--- config.mk ---
export PLATFORM = sky130hd
export DESIGN_NAME = seg7_scan_reader
export DESIGN_NICKNAME = d
export VERILOG_FILES = /design/src/rtl/seg7_pkg.sv /design/src/rtl/seg7_glyph_decode.sv /design/src/rtl/seg7_scan_reader.sv
export SDC_FILE = /design/constraint.sdc
export NUM_CORES = 1
export LEC_CHECK = 0
export CAP_MARGIN = 30
export CORE_MARGIN = 1.5
export CORE_UTILIZATION = 45
export DETAILED_ROUTE_END_ITERATION = 7
export GPL_TIMING_DRIVEN = 1
export SKIP_CTS_REPAIR_TIMING = 1
export SLEW_MARGIN = 20
export SYNTH_ARGS = -nofsm -noshare
export SYNTH_HDL_FRONTEND = slang
export SYNTH_SLANG_ARGS = --single-unit
--- constraint.sdc ---
create_clock -name clk -period 2.55 [get_ports clk]
set_input_delay 0.765 -clock clk [delete_from_list [all_inputs] [get_ports clk]]
set_output_delay 0.765 -clock clk [all_outputs]
set_load 0.01 [all_outputs]
--- src/rtl/seg7_pkg.sv ---
// Shared definitions for the seven-segment scan reader.
//   SEG_W        : number of segment lines (a..g)
//   GLYPH        : segment pattern (gfedcba, 1=lit) for each hex nibble 0..F
//   samp_state_t : sampler FSM states
package seg7_pkg;

  localparam int SEG_W = 7;

  localparam logic [SEG_W-1:0] GLYPH [16] = '{
    7'h3F, 7'h06, 7'h5B, 7'h4F, 7'h66, 7'h6D, 7'h7D, 7'h07,
    7'h7F, 7'h6F, 7'h77, 7'h7C, 7'h39, 7'h5E, 7'h79, 7'h71
  };

  typedef enum logic [1:0] {
    S_IDLE,
    S_TRACK,
    S_HOLD
  } samp_state_t;

endpackage

--- src/rtl/seg7_glyph_decode.sv ---
// Combinational inverse of the hex glyph table.
//   pattern : segment pattern, bit0=a .. bit6=g, 1=lit
//   nibble  : matching hex value, 0 when the pattern is not a glyph
//   err     : 1 when the pattern matches no glyph
module seg7_glyph_decode
  import seg7_pkg::*;
(
  input  logic [SEG_W-1:0] pattern,
  output logic [3:0]       nibble,
  output logic             err
);

  // Glyphs are unique, so at most one entry can match.
  always_comb begin
    nibble = 4'h0;
    err    = 1'b1;
    for (int i = 0; i < 16; i++) begin
      if (pattern == GLYPH[i]) begin
        nibble = 4'(i);
        err    = 1'b0;
      end
    end
  end

endmodule

--- src/rtl/seg7_scan_reader.sv ---
// Samples a multiplexed seven-segment bus, qualifies each digit by stability,
// decodes it back to a nibble and hands complete frames off over valid/ready.
//   clk, rst_n   : clock, asynchronous active-low reset
//   seg, an      : segment lines and one-hot digit selects (async to clk)
//   frame_data   : recovered value, digit k in bits [4k+3:4k]
//   frame_err    : per-digit illegal-glyph flags
//   frame_valid  : frame pending, held until frame_ready
//   frame_ready  : consumer accept
//   overrun      : sticky, a completed frame was dropped while one was pending
// Build option: define SEG7_ACTIVE_LOW_EN for a common-anode bus (0=lit/selected).
module seg7_scan_reader
  import seg7_pkg::*;
#(
  parameter int NUM_DIGITS    = 4,
  parameter int STABLE_CYCLES = 4
) (
  input  logic                    clk,
  input  logic                    rst_n,
  input  logic [SEG_W-1:0]        seg,
  input  logic [NUM_DIGITS-1:0]   an,
  output logic [4*NUM_DIGITS-1:0] frame_data,
  output logic [NUM_DIGITS-1:0]   frame_err,
  output logic                    frame_valid,
  input  logic                    frame_ready,
  output logic                    overrun
);

  localparam int BUS_W = SEG_W + NUM_DIGITS;
  localparam logic [7:0] LAST_CNT = 8'(STABLE_CYCLES - 1);

  // ---- synchronizer: {an, seg} as one bus ----
  logic [BUS_W-1:0] sync1, sync2, bus;

`ifdef SEG7_ACTIVE_LOW_EN
  // Reset to all ones so the inverted bus looks blank.
  localparam logic [BUS_W-1:0] SYNC_RST = '1;
  assign bus = ~sync2;
`else
  localparam logic [BUS_W-1:0] SYNC_RST = '0;
  assign bus = sync2;
`endif

  always_ff @(posedge clk or negedge rst_n) begin
    if (!rst_n) begin
      sync1 <= SYNC_RST;
      sync2 <= SYNC_RST;
    end else begin
      sync1 <= {an, seg};
      sync2 <= sync1;
    end
  end

  logic [NUM_DIGITS-1:0] bus_an;
  logic                  bus_onehot;
  assign bus_an     = bus[BUS_W-1:SEG_W];
  assign bus_onehot = (bus_an != '0) && ((bus_an & (bus_an - NUM_DIGITS'(1))) == '0);

  // ---- sampler ----
  samp_state_t             state;
  logic [BUS_W-1:0]        lat;
  logic [7:0]              cnt;
  logic [NUM_DIGITS-1:0]   mask;
  logic [4*NUM_DIGITS-1:0] work_data;
  logic [NUM_DIGITS-1:0]   work_err;
  logic                    done;

  logic [NUM_DIGITS-1:0] lat_an;
  logic [3:0]            dec_nib;
  logic                  dec_err;
  assign lat_an = lat[BUS_W-1:SEG_W];

  seg7_glyph_decode u_dec (
    .pattern (lat[SEG_W-1:0]),
    .nibble  (dec_nib),
    .err     (dec_err)
  );

  always_ff @(posedge clk or negedge rst_n) begin
    if (!rst_n) begin
      state     <= S_IDLE;
      lat       <= '0;
      cnt       <= '0;
      mask      <= '0;
      work_data <= '0;
      work_err  <= '0;
      done      <= 1'b0;
    end else begin
      done <= 1'b0;
      case (state)
        S_IDLE: begin
          if (bus_onehot) begin
            lat   <= bus;
            cnt   <= 8'd1;
            state <= S_TRACK;
          end
        end
        S_TRACK, S_HOLD: begin
          if (bus == lat) begin
            if (state == S_TRACK) begin
              cnt <= cnt + 8'd1;
              if (cnt == LAST_CNT) begin
                state <= S_HOLD;
                for (int k = 0; k < NUM_DIGITS; k++) begin
                  if (lat_an[k]) begin
                    work_data[4*k +: 4] <= dec_nib;
                    work_err[k]         <= dec_err;
                  end
                end
                // Snapshot of work_* happens next cycle; no capture can
                // land there because the sampler sits in HOLD.
                if (&(mask | lat_an)) begin
                  mask <= '0;
                  done <= 1'b1;
                end else begin
                  mask <= mask | lat_an;
                end
              end
            end
          end else if (bus_onehot) begin
            lat   <= bus;
            cnt   <= 8'd1;
            state <= S_TRACK;
          end else begin
            state <= S_IDLE;
          end
        end
        default: state <= S_IDLE;
      endcase
    end
  end

  // ---- frame handoff ----
  always_ff @(posedge clk or negedge rst_n) begin
    if (!rst_n) begin
      frame_data  <= '0;
      frame_err   <= '0;
      frame_valid <= 1'b0;
      overrun     <= 1'b0;
    end else begin
      if (done) begin
        // A frame completing in the same cycle as a transfer takes the slot.
        if (!frame_valid || frame_ready) begin
          frame_data  <= work_data;
          frame_err   <= work_err;
          frame_valid <= 1'b1;
        end else begin
          overrun <= 1'b1;
        end
      end else if (frame_valid && frame_ready) begin
        frame_valid <= 1'b0;
      end
    end
  end

endmodule
## Word level (Yosys, flattened, before mapping)

Index checks and enable logic that the tools add are counted.

- Output and inout port bits: 22
- Register bits: 90

- $add $sub $neg: 2
- Reductions and logical operators: 22
- Mux-type cells: 53
- Bitwise gates (word level): 3
- Eq/ne operators: 25

Operators by type and width:

| kind | count |
|---|---|
| == test 7 bit, second input constant | 12 |
| two-way mux 4 bit | 9 |
| two-way mux 1 bit | 26 |
| two-way mux 8 bit | 3 |
| two-way mux 11 bit | 2 |
| case mux 11 bit (2 select lines) | 1 |
| AND reduction 5 bit | 4 |
| case mux 8 bit (2 select lines) | 1 |
| == test 7 x 3 -> 1 bit, second input constant | 2 |
| == test 7 x 6 -> 1 bit, second input constant | 2 |
| two-way mux 2 bit | 6 |
| two-way mux 3 bit | 4 |
| == test 11 bit | 1 |
| AND reduction 2 bit | 5 |
| adder 8 x 1 -> 8 bit, second input constant | 1 |
| == test 8 x 2 -> 1 bit, second input constant | 1 |
| AND reduction 4 bit | 2 |
| inequality test 3 bit, second input constant | 2 |
| bitwise AND 4 bit | 1 |
| zero test 4 bit | 1 |
| inequality test 2 bit, second input constant | 2 |
| OR 4 bit | 1 |
| case mux 2 bit (2 select lines) | 1 |
| nonzero test 2 bit | 2 |
| 12 further kinds | 13 |

## Logic depth before layout (Yosys ltp)

Gate-level depths: netlist of run 1.

- Depth in word-level cells: 17
- Mapped depth: 7
- Mapped depth without buffers: 7

## By module

From an unflattened synthesis of run 1, not the netlist that was laid out.

- Cells, all modules: 292
- Area total of the unflattened synthesis: 3878.7 µm²

By module, submodules not included:

| module | area each (µm²) | cells an instance | instances |
|---|---|---|---|
| seg7_scan_reader | 3559.7 | 246 | 1 |
| seg7_glyph_decode | 319.1 | 46 | 1 |

## Worst setup path before layout of run 1

OpenSTA, ideal clock, no wires.

- Path kind: reg-to-reg
- Start point: reg cnt[4]
- End point: reg work_data[4]
- Period minus slack after synthesis: 2.237 ns
- Setup time: 0.125 ns
- Required time: 2.425 ns
- Setup slack: 0.313 ns
- Cell stages (with the launch flop): 6
- Data arrival time: 2.113 ns
- Cell sequence: dfrtp_1 -> or4_4 -> nor4_4 -> and2_2 -> nor4b_4 -> mux2_2

- Word-level cells in the longest chain between the ends: 2

Ends and longest elaborated chain:

| item | line | source |
|---|---|---|
| from (decl) | seg7_scan_reader.sv:61 | `logic [7:0] cnt;` |
| from (signal assigned) | seg7_scan_reader.sv:100 | `cnt <= cnt + 8'd1;` |
| == test 8 x 2 -> 1 bit | seg7_scan_reader.sv:101 | `if (cnt == LAST_CNT) begin` |
| AND reduction 5 bit (no line) | n/a |  |
| to (signal, indexed assignment) | seg7_scan_reader.sv:105 | `work_data[4*k +: 4] <= dec_nib;` |
| to (decl) | seg7_scan_reader.sv:63 | `logic [4*NUM_DIGITS-1:0] work_data;` |

Every way passes these cells.
A chain may end at the register's enable or synchronous reset.

## Worst setup path after layout of run 1

- Start point: reg cnt[4]
- End point: reg work_data[7]

The elaborated chain is that of the path after synthesis.

==> results.txt, run 1 <==
----------------------------------------------------
[Global route]
  Vias in the first global route ... about 2600
  Total routing usage reported by global routing ... 0.167
  Initial antenna violation count ... 0
  Largest net degree at the start of global routing ... roughly 70
  Total overflow reported by the global router ... 0
  Global-route wire length before repair ... roughly 12 mm

[Timing]
  Final slew viol count ... 0
  Max Freq ... roughly 0.43 GHz
  Hold Vio Cnt, Final ... 0
  Final-layout worst hold slack ... 290 ps
  Count of endpoints failing setup in the final report ... 0
  Clock tree skew after final layout ... around 10 ps
  Time the final worst path needs with I/O delays and setup ... 2350 ps
  Unrepaired setup endpoints after global routing ... false
  Transition time at the pin with the least slew margin ... between 500 and 600 ps
  Worst slew margin relative to its limit ... 0.648
  Portion of the clock cycle consumed by the worst path in the final layout ... 0.921
  Accumulated negative setup slack ... 0 ps

[Worst setup path]
  Delay contributed by the slowest stage of the critical path ... roughly 570 ps
  Category of the worst setup path launch point ... flop
  Crit path buf inv count ... 0
  Crit-path cells ... or4_4 -> nor4_4 -> and2_2 -> nor4b_4 -> mux2_2
  Max stage delay cell, worst path ... sky130_fd_sc_hd__or4_4
  CP Data Required Time ... about 2800 ps
  Worst setup EP type ... flop
  Highest fanout seen on the critical path ... 6
  Kind of cell adding the most delay to the critical path ... simple AND/OR/NAND/NOR gates
  Critical path class ... flop to flop
  WP depth ... 5
  FF-to-FF path depth ... 5
  Data arrival, critical path ... between 2000 and 3000 ps

[Pwr]
  Seq pwr share ... 0.459
  Portion of total power attributed to the clock network ... 0.271
  Cell internal pwr ... ~2.5 mW
  Switching Share ... 0.325
  P per Cell Area ... 772 nW/um^2
  Reported leakage power ... ~2.2 nW
  Worst VDD drop ... a little under 0.0005 V
  Net switching power of the design ... 1.18 mW
  Power, Total ... about 3.6 mW
  Share of total power in combinational logic ... 0.270

[Min path]
  Worst min-delay path category ... primary input to async pin

[Run status]
  Status ... completed

[Yosys]
  Post-synthesis instance area ... 3960 sq um
  Syn_nets ... roughly 330
  Count of warnings emitted by yosys ... 0
  Count of unique library cells instantiated by Yosys ... 56
  FF+latch count, synth ... 90
  Async set-or-reset flop fraction in the synthesized netlist ... 1.00
  Number of instances in the synthesized netlist ... 310
  Sequential cell area fraction in the yosys report ... 0.569
  Post-Syn Area per Cell ... approximately 13 sq um
  Number of flops mapped to enable cells by yosys ... 0
  Synth Flop Type ... sky130_fd_sc_hd__dfrtp_1

[Cells and area]
  Most common cell after layout, fill and taps aside ... sky130_fd_sc_hd__dfrtp_1
  Post-layout instance area ... between 4000 and 5000 sq um
  Area grow syn2layout ... 18.9%
  Share of cells above drive strength 1 ... 0.245
  Count of nets after finishing ... between 300 and 400
  Most used cells in the layout excluding fill and tap cells ... sky130_fd_sc_hd__dfrtp_1 (90), sky130_fd_sc_hd__mux2_2 (48), sky130_fd_sc_hd__clkdlybuf4s50_1 (34)
  Final core utilization ... 0.545
  Fill cells ... 749
  Diode insertion count for antenna repair ... 0

[Clocking]
  Clk Latency, worst-skew pair ... between 300 and 400 ps
  CTS H-tree depth ... 3
  Total clock buffers created by CTS ... 9
  Clock slew at reported path FFs ... ~90 ps
  Clock tree root buffer cell ... sky130_fd_sc_hd__clkbuf_8
  Bufs on Longest Clock Path ... 2
  Number of sinks on the clock net ... 90
  Clock tree from TritonCTS ... done

[Routing]
  Antenna violation net count after detailed routing ... 0
  Number of remaining DRC errors ... 0
  Number of violations reported at the end of detailed-routing iteration 0 ... slightly below 100
  DR WL/cell ... approximately 16 microns
  Routed vias/inst ... around 5.5
  Via Count ... roughly 2600
  Routed wire length ... between 7 and 8 mm
  Initial DRT Pass Iterations ... 4

[Die]
  Die Height ... between 90 and 100 microns
  Count of standard-cell rows ... 34
  Top Ports ... 36
  Starting density of the core ... 0.458
  Floorplan die width ... 96.8 microns
  Total core area ... between 8000 and 9000 sq um
  Floorplan die area ... around 9400 sq um

[Place]
  Post-placement cell area ... roughly 4500 sq um
  Detailed Place HPWL ... around 5.2 mm
  Routability cong. ... 0.865
  PortBufs ... 35

[Job]
  Total of max-cap violations ... 0

----------------------------------------------------
==> final timing paths <==
check	start	slack, ps	to
worst max-delay path	cnt[4]	200	work_data[7]
worst min-delay path	rst_n	290	frame_data[15]
worst max register to register	cnt[4]	200	work_data[7]
worst min register to register	sync1[2]	350	bus[2]
max in group asynchronous	rst_n	1610	lat[10]
min in group clk	sync1[2]	350	bus[2]
==> area by class of cell <==
class	instances	area, sq um	share of cell area
repair buffers	48	470	0.0999
well taps	108	135	0.0287
clock inverters	5	60.1	0.0128
inverters	9	33.8	0.00718
clock buffers	11	141	0.0300
multi-input cells	196	1620	0.343
flip-flops and latches	90	2250	0.478
==> sequential cells by signal (all words and copies together), names as in the netlist <==
name         cells
frame_data      16
work_data       16
bus             11
lat             11
sync1           11
cnt              8
frame_err        4
mask             4
work_err         4
state            2
done             1
frame_valid      1
overrun          1
==> worst register-to-register path, stage by stage, from the launching register on <==
cell,delay (ps)
sky130_fd_sc_hd__dfrtp_1,450
sky130_fd_sc_hd__or4_4,570
sky130_fd_sc_hd__nor4_4,240
sky130_fd_sc_hd__and2_2,240
sky130_fd_sc_hd__nor4b_4,370
sky130_fd_sc_hd__mux2_2,380
==> stage by stage <==
stage | worst slack (ps) | instances
floorplan | 313 | 310
global placement | 252 | 451
detailed placement | 187 | 451
CTS | 176 | 467
global route | 69.7 | 467
finish | 201 | 467
==> power by group through the flow <==
| stage | combinational (mW) | sequential, mW | clock, mW |
|---|---|---|---|
| floorplan | 0.703 | 1.66 | 0 |
| global placement | 0.959 | 1.70 | 0 |
| detailed placement | 0.980 | 1.70 | 0 |
| CTS | 0.983 | 1.67 | 1.02 |
| global route | 1.09 | 1.69 | 1.08 |
| finish | 0.981 | 1.67 | 0.984 |
==> metal layers <==
metal	part of all wire	global-route usage	up-vias
met2	0.47	0.257	64
met4	0.018	0.0758	0
met1	0.48	0.229	1271
li1	-	-	1219
met3	0.038	0.0368	14
met5	0	0	-
==> logic make-up after synthesis <==
kind of cell             after synthesis  share of synthesized area
AO/OA/AOI/OAI                         43                     0.0790
XOR/XNOR                              16                     0.0354
multiplexers                          54                      0.153
flip-flops                            90                      0.569
adder cells (fa/ha/maj)                4                     0.0126
AND/OR/NAND/NOR                       79                      0.128
buffers and inverters                 24                     0.0231
==> synthesized netlist by cell type, types with 2 or more instances <==
| cell | count | area (sq um) |
|---|---|---|
| sky130_fd_sc_hd__nor4b_1 | 3 | 26.3 |
| sky130_fd_sc_hd__and2_1 | 2 | 12.5 |
| sky130_fd_sc_hd__mux2_2 | 48 | 541 |
| sky130_fd_sc_hd__nand2_1 | 16 | 60.1 |
| sky130_fd_sc_hd__xor2_1 | 12 | 105 |
| sky130_fd_sc_hd__a21boi_0 | 3 | 22.5 |
| sky130_fd_sc_hd__a31o_2 | 3 | 26.3 |
| sky130_fd_sc_hd__mux2i_1 | 2 | 20.0 |
| sky130_fd_sc_hd__nand4_1 | 8 | 50.1 |
| sky130_fd_sc_hd__mux2_1 | 4 | 45.0 |
| sky130_fd_sc_hd__o31ai_1 | 2 | 15.0 |
| sky130_fd_sc_hd__a21oi_1 | 10 | 50.1 |
| sky130_fd_sc_hd__and3_1 | 7 | 43.8 |
| sky130_fd_sc_hd__nor3_1 | 2 | 10.0 |
| sky130_fd_sc_hd__dfrtp_1 | 90 | 2250 |
| sky130_fd_sc_hd__nor4_1 | 6 | 37.5 |
| sky130_fd_sc_hd__o22ai_1 | 3 | 18.8 |
| sky130_fd_sc_hd__xnor2_1 | 4 | 35.0 |
| sky130_fd_sc_hd__inv_1 | 9 | 33.8 |
| sky130_fd_sc_hd__o21ai_0 | 3 | 15.0 |
| sky130_fd_sc_hd__nand3_1 | 6 | 30.0 |
| sky130_fd_sc_hd__nand3b_1 | 2 | 15.0 |
| sky130_fd_sc_hd__clkbuf_1 | 14 | 52.6 |
| sky130_fd_sc_hd__nand2b_1 | 3 | 18.8 |
| sky130_fd_sc_hd__ha_1 | 4 | 50.1 |
| sky130_fd_sc_hd__or3_1 | 2 | 12.5 |
| sky130_fd_sc_hd__o2bb2ai_1 | 5 | 43.8 |
| sky130_fd_sc_hd__nor2_1 | 5 | 18.8 |
| sky130_fd_sc_hd__nor2b_1 | 3 | 18.8 |
| sky130_fd_sc_hd__o21bai_1 | 2 | 15.0 |
| sky130_fd_sc_hd__a221o_1 | 2 | 20.0 |
(Power assumes the default switching activity.)
==> run 2, diff against run 1 <==
--- a/config.mk
+++ b/config.mk
@@ -6,10 +6,13 @@
 export NUM_CORES = 1
 export LEC_CHECK = 0
 export CAP_MARGIN = 30
+export CELL_PAD_IN_SITES_DETAIL_PLACEMENT = 0
+export CELL_PAD_IN_SITES_GLOBAL_PLACEMENT = 1
 export CORE_MARGIN = 1.5
 export CORE_UTILIZATION = 45
 export DETAILED_ROUTE_END_ITERATION = 7
 export GPL_TIMING_DRIVEN = 1
+export PLACE_DENSITY_LB_ADDON = 0.1
 export SKIP_CTS_REPAIR_TIMING = 1
 export SLEW_MARGIN = 20
 export SYNTH_ARGS = -nofsm -noshare
==> run 2 against run 1 <==
  * Flip-flop and latch count is the same
  * Worst setup slack lost 16 ps
  * Non-clock buffer count grew 1
  * First-iteration DRC count grew 1.0%
  * Largest cell class unchanged
  * Maximum frequency shrank 0.67%
  * Global-route usage grew 0.31 points
  * Count of clock-buffer cells in the layout shrank 2
==> results.txt, run 2 (same netlist as run 1, synthesis figures left out) <==
----------------------------------------------------
[Global route]
  Total routing usage reported by global routing ... 0.171 (was 0.167)
  Largest net degree at the start of global routing ... 43 (was 69)
  Total overflow reported by the global router ... 0 (unchanged)
  Global-route wire length before repair ... 12.8 mm (was 12.4 mm)
  Vias in the first global route ... 2488 (was 2554)
  Initial antenna violation count ... 0 (unchanged)

[Worst setup path]
  WP depth ... 5 (unchanged)
  Kind of cell adding the most delay to the critical path ... simple AND/OR/NAND/NOR gates (unchanged)
  Critical path class ... flop to flop (unchanged)
  Highest fanout seen on the critical path ... 6 (unchanged)
  Data arrival, critical path ... 2620 ps (was 2590 ps)
  Crit path buf inv count ... 0 (unchanged)
  Worst setup EP type ... flop (unchanged)
  Crit-path cells ... or4_4 -> nor4_4 -> and2_2 -> nor4b_4 -> mux2_2 (unchanged)
  Category of the worst setup path launch point ... flop (unchanged)
  FF-to-FF path depth ... 5 (unchanged)
  Delay contributed by the slowest stage of the critical path ... 570 ps (about the same)
  Max stage delay cell, worst path ... sky130_fd_sc_hd__or4_4 (unchanged)
  Slack of the worst reg-to-reg path ... 190 ps (was 200 ps)
  CP Data Required Time ... 2800 ps (was 2790 ps)

[Place]
  PortBufs ... 35 (unchanged)
  Detailed Place HPWL ... 5.24 mm (was 5.21 mm)
  Post-Place Worst Slack ... 190 ps (was 187 ps)
  Routability cong. ... 0.828 (was 0.865)

[Timing]
  Clock tree skew after final layout ... 14.5 ps (was 10.3 ps)
  Worst slew margin relative to its limit ... 0.593 (was 0.648)
  Setup slack of the critical path after layout ... 185 ps (was 201 ps)
  Max Freq ... 0.423 GHz (was 0.426 GHz)
  Transition time at the pin with the least slew margin ... 606 ps (was 523 ps)
  Final slew viol count ... 0 (unchanged)
  Count of endpoints failing setup in the final report ... 0 (unchanged)
  Hold Vio Cnt, Final ... 0 (unchanged)
  Unrepaired setup endpoints after global routing ... false (unchanged)
  Portion of the clock cycle consumed by the worst path in the final layout ... 0.927 (was 0.921)
  Accumulated negative setup slack ... 0 ps (unchanged)
  Time the final worst path needs with I/O delays and setup ... 2360 ps (was 2350 ps)

[Clocking]
  Bufs on Longest Clock Path ... 2 (unchanged)
  Total clock buffers created by CTS ... 9 (unchanged)
  Clock tree root buffer cell ... sky130_fd_sc_hd__clkbuf_8 (unchanged)
  CTS H-tree depth ... 3 (unchanged)
  Clock tree from TritonCTS ... done (unchanged)
  Clock slew at reported path FFs ... 100 ps (was 90 ps)
  Clk Latency, worst-skew pair ... 360 ps (was 350 ps)
  Number of sinks on the clock net ... 90 (unchanged)

[Die]
  Count of standard-cell rows ... 34 (unchanged)
  Top Ports ... 36 (unchanged)
  Total core area ... 8640 sq um (unchanged)
  Die Height ... 96.8 microns (unchanged)
  Floorplan die area ... 9370 sq um (unchanged)
  Floorplan die width ... 96.8 microns (unchanged)
  Starting density of the core ... 0.458 (unchanged)

[Pwr]
  Worst VDD drop ... 0.000331 V (was 0.000490 V)
  P per Cell Area ... 764 nW/um^2 (was 772 nW/um^2)
  Reported leakage power ... 2.16 nW (about the same)

[Routing]
  Number of violations reported at the end of detailed-routing iteration 0 ... 100 (was 99)
  Via Count ... 2530 (was 2568)
  Routed wire length ... 7.36 mm (was 7.25 mm)
  Antenna violation net count after detailed routing ... 0 (unchanged)
  Number of remaining DRC errors ... 0 (unchanged)
  Initial DRT Pass Iterations ... 4 (unchanged)
  DR WL/cell ... 15.7 microns (was 15.5 microns)
  Routed vias/inst ... 5.41 (was 5.50)

[Cells and area]
  Multi-input combinational cell area ... 1620 sq um (unchanged)
  Most common cell after layout, fill and taps aside ... sky130_fd_sc_hd__dfrtp_1 (unchanged)
  Fill cells ... 730 (was 749)
  Registers with the most flip-flops ... frame_data x16, work_data x16 (unchanged)
  Final core utilization ... 0.544 (was 0.545)
  Diode insertion count for antenna repair ... 0 (unchanged)
  Area grow syn2layout ... 18.7% (was 18.9%)
  Count of nets after finishing ... 373 (was 372)
  Share of cells above drive strength 1 ... 0.250 (was 0.245)
  Sequential cell area in the final layout ... 2250 sq um (unchanged)
  Most used cells in the layout excluding fill and tap cells ... sky130_fd_sc_hd__dfrtp_1 (90), sky130_fd_sc_hd__mux2_2 (48), sky130_fd_sc_hd__clkdlybuf4s50_1 (34) (unchanged)

[Min path]
  Worst min-delay path category ... primary input to async pin (unchanged)

[Run status]
  Status ... completed (unchanged)

[Job]
  Total of max-cap violations ... 0 (unchanged)

----------------------------------------------------
## run 2: power by group
| part | leakage (nW) | switching [mW] | internal, mW | total (mW) |
|---|---|---|---|---|
| Sequential | 1.18 | 0.120 | 1.54 | 1.66 |
| Clock | 0.0966 | 0.560 | 0.383 | 0.942 |
| Combinational | 0.887 | 0.561 | 0.429 | 0.990 |
| Total | 2.16 | 1.24 | 2.35 | 3.59 |
## run 2: routing by layer
layer  share of wire  track usage  up-vias  wire (microns)
met1            0.49        0.253     1263            3640
met5               0            0        -               0
met4          0.0065       0.0401        0              48
li1                -            -     1217               -
met3           0.035       0.0484        4             255
met2            0.46        0.248       46            3420
## run 2: area by class of cell
cell class,count,area share
Clock inverter,7,0.0154
Tap cell,108,0.0288
Clock buffer,9,0.0264
Inverter,9,0.00719
Multi-Input combinational cell,196,0.344
Timing Repair Buffer,49,0.0991
Sequential cell,90,0.479
## run 2: per-stage QoR
stage	instances	total power [mW]	instance area [sq um]	hold slack [ps]
global placement	452	2.67	4500	333
detailed placement	452	2.67	4500	335
global route	468	3.82	4700	357
finish	468	3.59	4700	336
floorplan	310	2.36	3960	331
CTS	468	3.63	4700	333
## run 2: final timing paths
| path | startpoint | to |
|---|---|---|
| max in group asynchronous | rst_n | sync1[4] |
| max | cnt[4] | work_data[4] |
| min in group clk | sync1[0] | bus[0] |
| max reg2reg | cnt[4] | work_data[4] |
| min | rst_n | bus[3] |
| min reg2reg | sync1[0] | bus[0] |
==> run 3, diff against run 2 <==
--- a/config.mk
+++ b/config.mk
@@ -12,6 +12,7 @@
 export CORE_UTILIZATION = 45
 export DETAILED_ROUTE_END_ITERATION = 7
 export GPL_TIMING_DRIVEN = 1
+export MAX_ROUTING_LAYER = met4
 export PLACE_DENSITY_LB_ADDON = 0.1
 export SKIP_CTS_REPAIR_TIMING = 1
 export SLEW_MARGIN = 20
==> run 3 against run 2 <==
  * Global-route usage rose by 0.51 points
  * Design area did not move
  * Maximum frequency barely moved
  * Total power barely moved
  * Via count fell by 0.32%
  * Hold slack got worse by 0.70 ps
  * Critical path depth did not move
  * First-iteration DRC count rose by 4.0%
  * Clock power barely moved
  * Non-clock buffer count did not move
  * Count of clock-buffer cells in the layout did not move
  * Routed wire length rose by 0.29%
==> results.txt, run 3 (same netlist as run 1, synthesis figures left out) <==
----------------------------------------------------
[Global route]
  Total overflow reported by the global router ... 0 (unchanged)
  Global-route wire length before repair ... 12.8 mm (about the same)
  Total routing usage reported by global routing ... 0.176 (was 0.171)
  Vias in the first global route ... 2481 (was 2488)
  Largest net degree at the start of global routing ... 43 (unchanged)
  Initial antenna violation count ... 0 (unchanged)

[Worst setup path]
  Worst flop-to-flop path startpoint ... cnt[4] (unchanged)
  End of the worst register-to-register path ... work_data[4] (unchanged)
  Crit-path cells ... or4_4 -> nor4_4 -> and2_2 -> nor4b_4 -> mux2_2 (unchanged)
  CP Data Required Time ... 2800 ps (about the same)
  Critical path class ... flop to flop (unchanged)
  Highest fanout seen on the critical path ... 6 (unchanged)
  Data arrival, critical path ... 2620 ps (about the same)
  Delay contributed by the slowest stage of the critical path ... 570 ps (about the same)
  Max stage delay cell, worst path ... sky130_fd_sc_hd__or4_4 (unchanged)
  Slack of the worst reg-to-reg path ... 180 ps (was 190 ps)
  Category of the worst setup path launch point ... flop (unchanged)
  Worst setup EP type ... flop (unchanged)
  FF-to-FF path depth ... 5 (unchanged)

[Cells and area]
  Final core utilization ... 0.544 (unchanged)
  Diode insertion count for antenna repair ... 0 (unchanged)
  Most common cell after layout, fill and taps aside ... sky130_fd_sc_hd__dfrtp_1 (unchanged)
  Area grow syn2layout ... 18.7% (unchanged)
  Count of nets after finishing ... 373 (unchanged)
  Count of non-filler cells in the finished layout ... 468 (unchanged)
  Most used cells in the layout excluding fill and tap cells ... sky130_fd_sc_hd__dfrtp_1 (90), sky130_fd_sc_hd__mux2_2 (48), sky130_fd_sc_hd__clkdlybuf4s50_1 (34) (unchanged)
  Fill cells ... 730 (unchanged)
  Registers with the most flip-flops ... frame_data x16, work_data x16 (unchanged)
  Post-layout instance area ... 4700 sq um (unchanged)
  Share of cells above drive strength 1 ... 0.250 (unchanged)

[Die]
  Total core area ... 8640 sq um (unchanged)
  Count of standard-cell rows ... 34 (unchanged)
  Top Ports ... 36 (unchanged)
  Starting density of the core ... 0.458 (unchanged)
  Floorplan die area ... 9370 sq um (unchanged)
  Die Height ... 96.8 microns (unchanged)
  Floorplan die width ... 96.8 microns (unchanged)

[Min path]
  Worst min-delay path category ... primary input to async pin (unchanged)

[Place]
  Placed Instances ... 452 (unchanged)
  Post-placement cell area ... 4500 sq um (unchanged)
  Routability cong. ... 0.841 (was 0.828)
  Detailed Place HPWL ... 5.24 mm (unchanged)
  PortBufs ... 35 (unchanged)

[Pwr]
  P per Cell Area ... 765 nW/um^2 (was 764 nW/um^2)
  Worst VDD drop ... 0.000332 V (was 0.000331 V)
  Reported leakage power ... 2.16 nW (unchanged)

[Timing]
  Portion of the clock cycle consumed by the worst path in the final layout ... 0.928 (was 0.927)
  Clock tree skew after final layout ... 14.6 ps (was 14.5 ps)
  Final slew viol count ... 0 (unchanged)
  Hold Vio Cnt, Final ... 0 (unchanged)
  Count of endpoints failing setup in the final report ... 0 (unchanged)
  Time the final worst path needs with I/O delays and setup ... 2370 ps (was 2360 ps)
  Max Freq ... 0.423 GHz (about the same)
  Transition time at the pin with the least slew margin ... 603 ps (was 606 ps)
  Unrepaired setup endpoints after global routing ... false (unchanged)
  Accumulated negative setup slack ... 0 ps (unchanged)
  Worst slew margin relative to its limit ... 0.594 (was 0.593)

[Routing]
  Via Count ... 2522 (was 2530)
  Routed vias/inst ... 5.39 (was 5.41)
  Number of remaining DRC errors ... 0 (unchanged)
  Routed wire length ... 7.38 mm (was 7.36 mm)
  Number of violations reported at the end of detailed-routing iteration 0 ... 104 (was 100)
  DR WL/cell ... 15.8 microns (was 15.7 microns)
  Antenna violation net count after detailed routing ... 0 (unchanged)
  Initial DRT Pass Iterations ... 4 (unchanged)

[Clocking]
  CTS H-tree depth ... 3 (unchanged)
  Number of sinks on the clock net ... 90 (unchanged)
  Total clock buffers created by CTS ... 9 (unchanged)
  Clock tree root buffer cell ... sky130_fd_sc_hd__clkbuf_8 (unchanged)
  Bufs on Longest Clock Path ... 2 (unchanged)
  Clk Latency, worst-skew pair ... 360 ps (about the same)
  Clock slew at reported path FFs ... 100 ps (about the same)
  Clock tree from TritonCTS ... done (unchanged)

[Run status]
  Status ... completed (unchanged)

[Job]
  Total of max-cap violations ... 0 (unchanged)

----------------------------------------------------
-- run 3: cell counts in the layout (fill, tap and decap cells not counted) --
No cell type changed its count.
-- run 3: per-stage QoR --
| stage | hold slack, ps | total power [mW] | setup slack, ps |
|---|---|---|---|
| detailed placement | 335 | 2.67 | 190 |
| global route | 357 | 3.82 | 80.9 |
| CTS | 333 | 3.63 | 179 |
| finish | 335 | 3.59 | 184 |
| global placement | 333 | 2.67 | 248 |
| floorplan | 331 | 2.36 | 313 |
-- run 3: power breakdown --
group	leakage [nW]	switching [mW]	internal (mW)
clock	0.0966	0.562	0.383
combinational	0.887	0.561	0.429
sequential	1.18	0.120	1.54
total	2.16	1.24	2.35
-- run 3: worst max-delay path by stage --
stage	start	to	slack, ps	depth (start not counted)
3_5_place_dp	cnt[4]	work_data[5]	190	5
3_3_place_gp	cnt[4]	work_data[6]	250	5
5_1_grt	cnt[4]	work_data[4]	80	5
4_1_cts	cnt[4]	work_data[4]	180	5
6_report	cnt[4]	work_data[4]	180	5
2_1_floorplan	cnt[4]	work_data[4]	310	5
-- run 3: cell type report --
type	instances	area, sq um	area share
Sequential cell	90	2250	0.479
Clock inverter	7	72.6	0.0154
Timing Repair Buffer	49	465	0.0991
Tap cell	108	135	0.0288
Multi-Input combinational cell	196	1620	0.344
Clock buffer	9	124	0.0264
Inverter	9	33.8	0.00719
-- run 3: metal layers --
layer | track usage | wire length (microns) | vias to the layer above
met5 | - | 0 | -
met4 | 0.0401 | 53 | 0
met3 | 0.0484 | 292 | 5
met2 | 0.248 | 3370 | 49
met1 | 0.254 | 3670 | 1253
li1 | - | - | 1215
-- run 3: worst max-delay path, delay by kind of cell, from the launching register on --
family	cells	cell delay, ps
DFF	1	440
muxes	1	380
and+or+nand+nor	4	1440
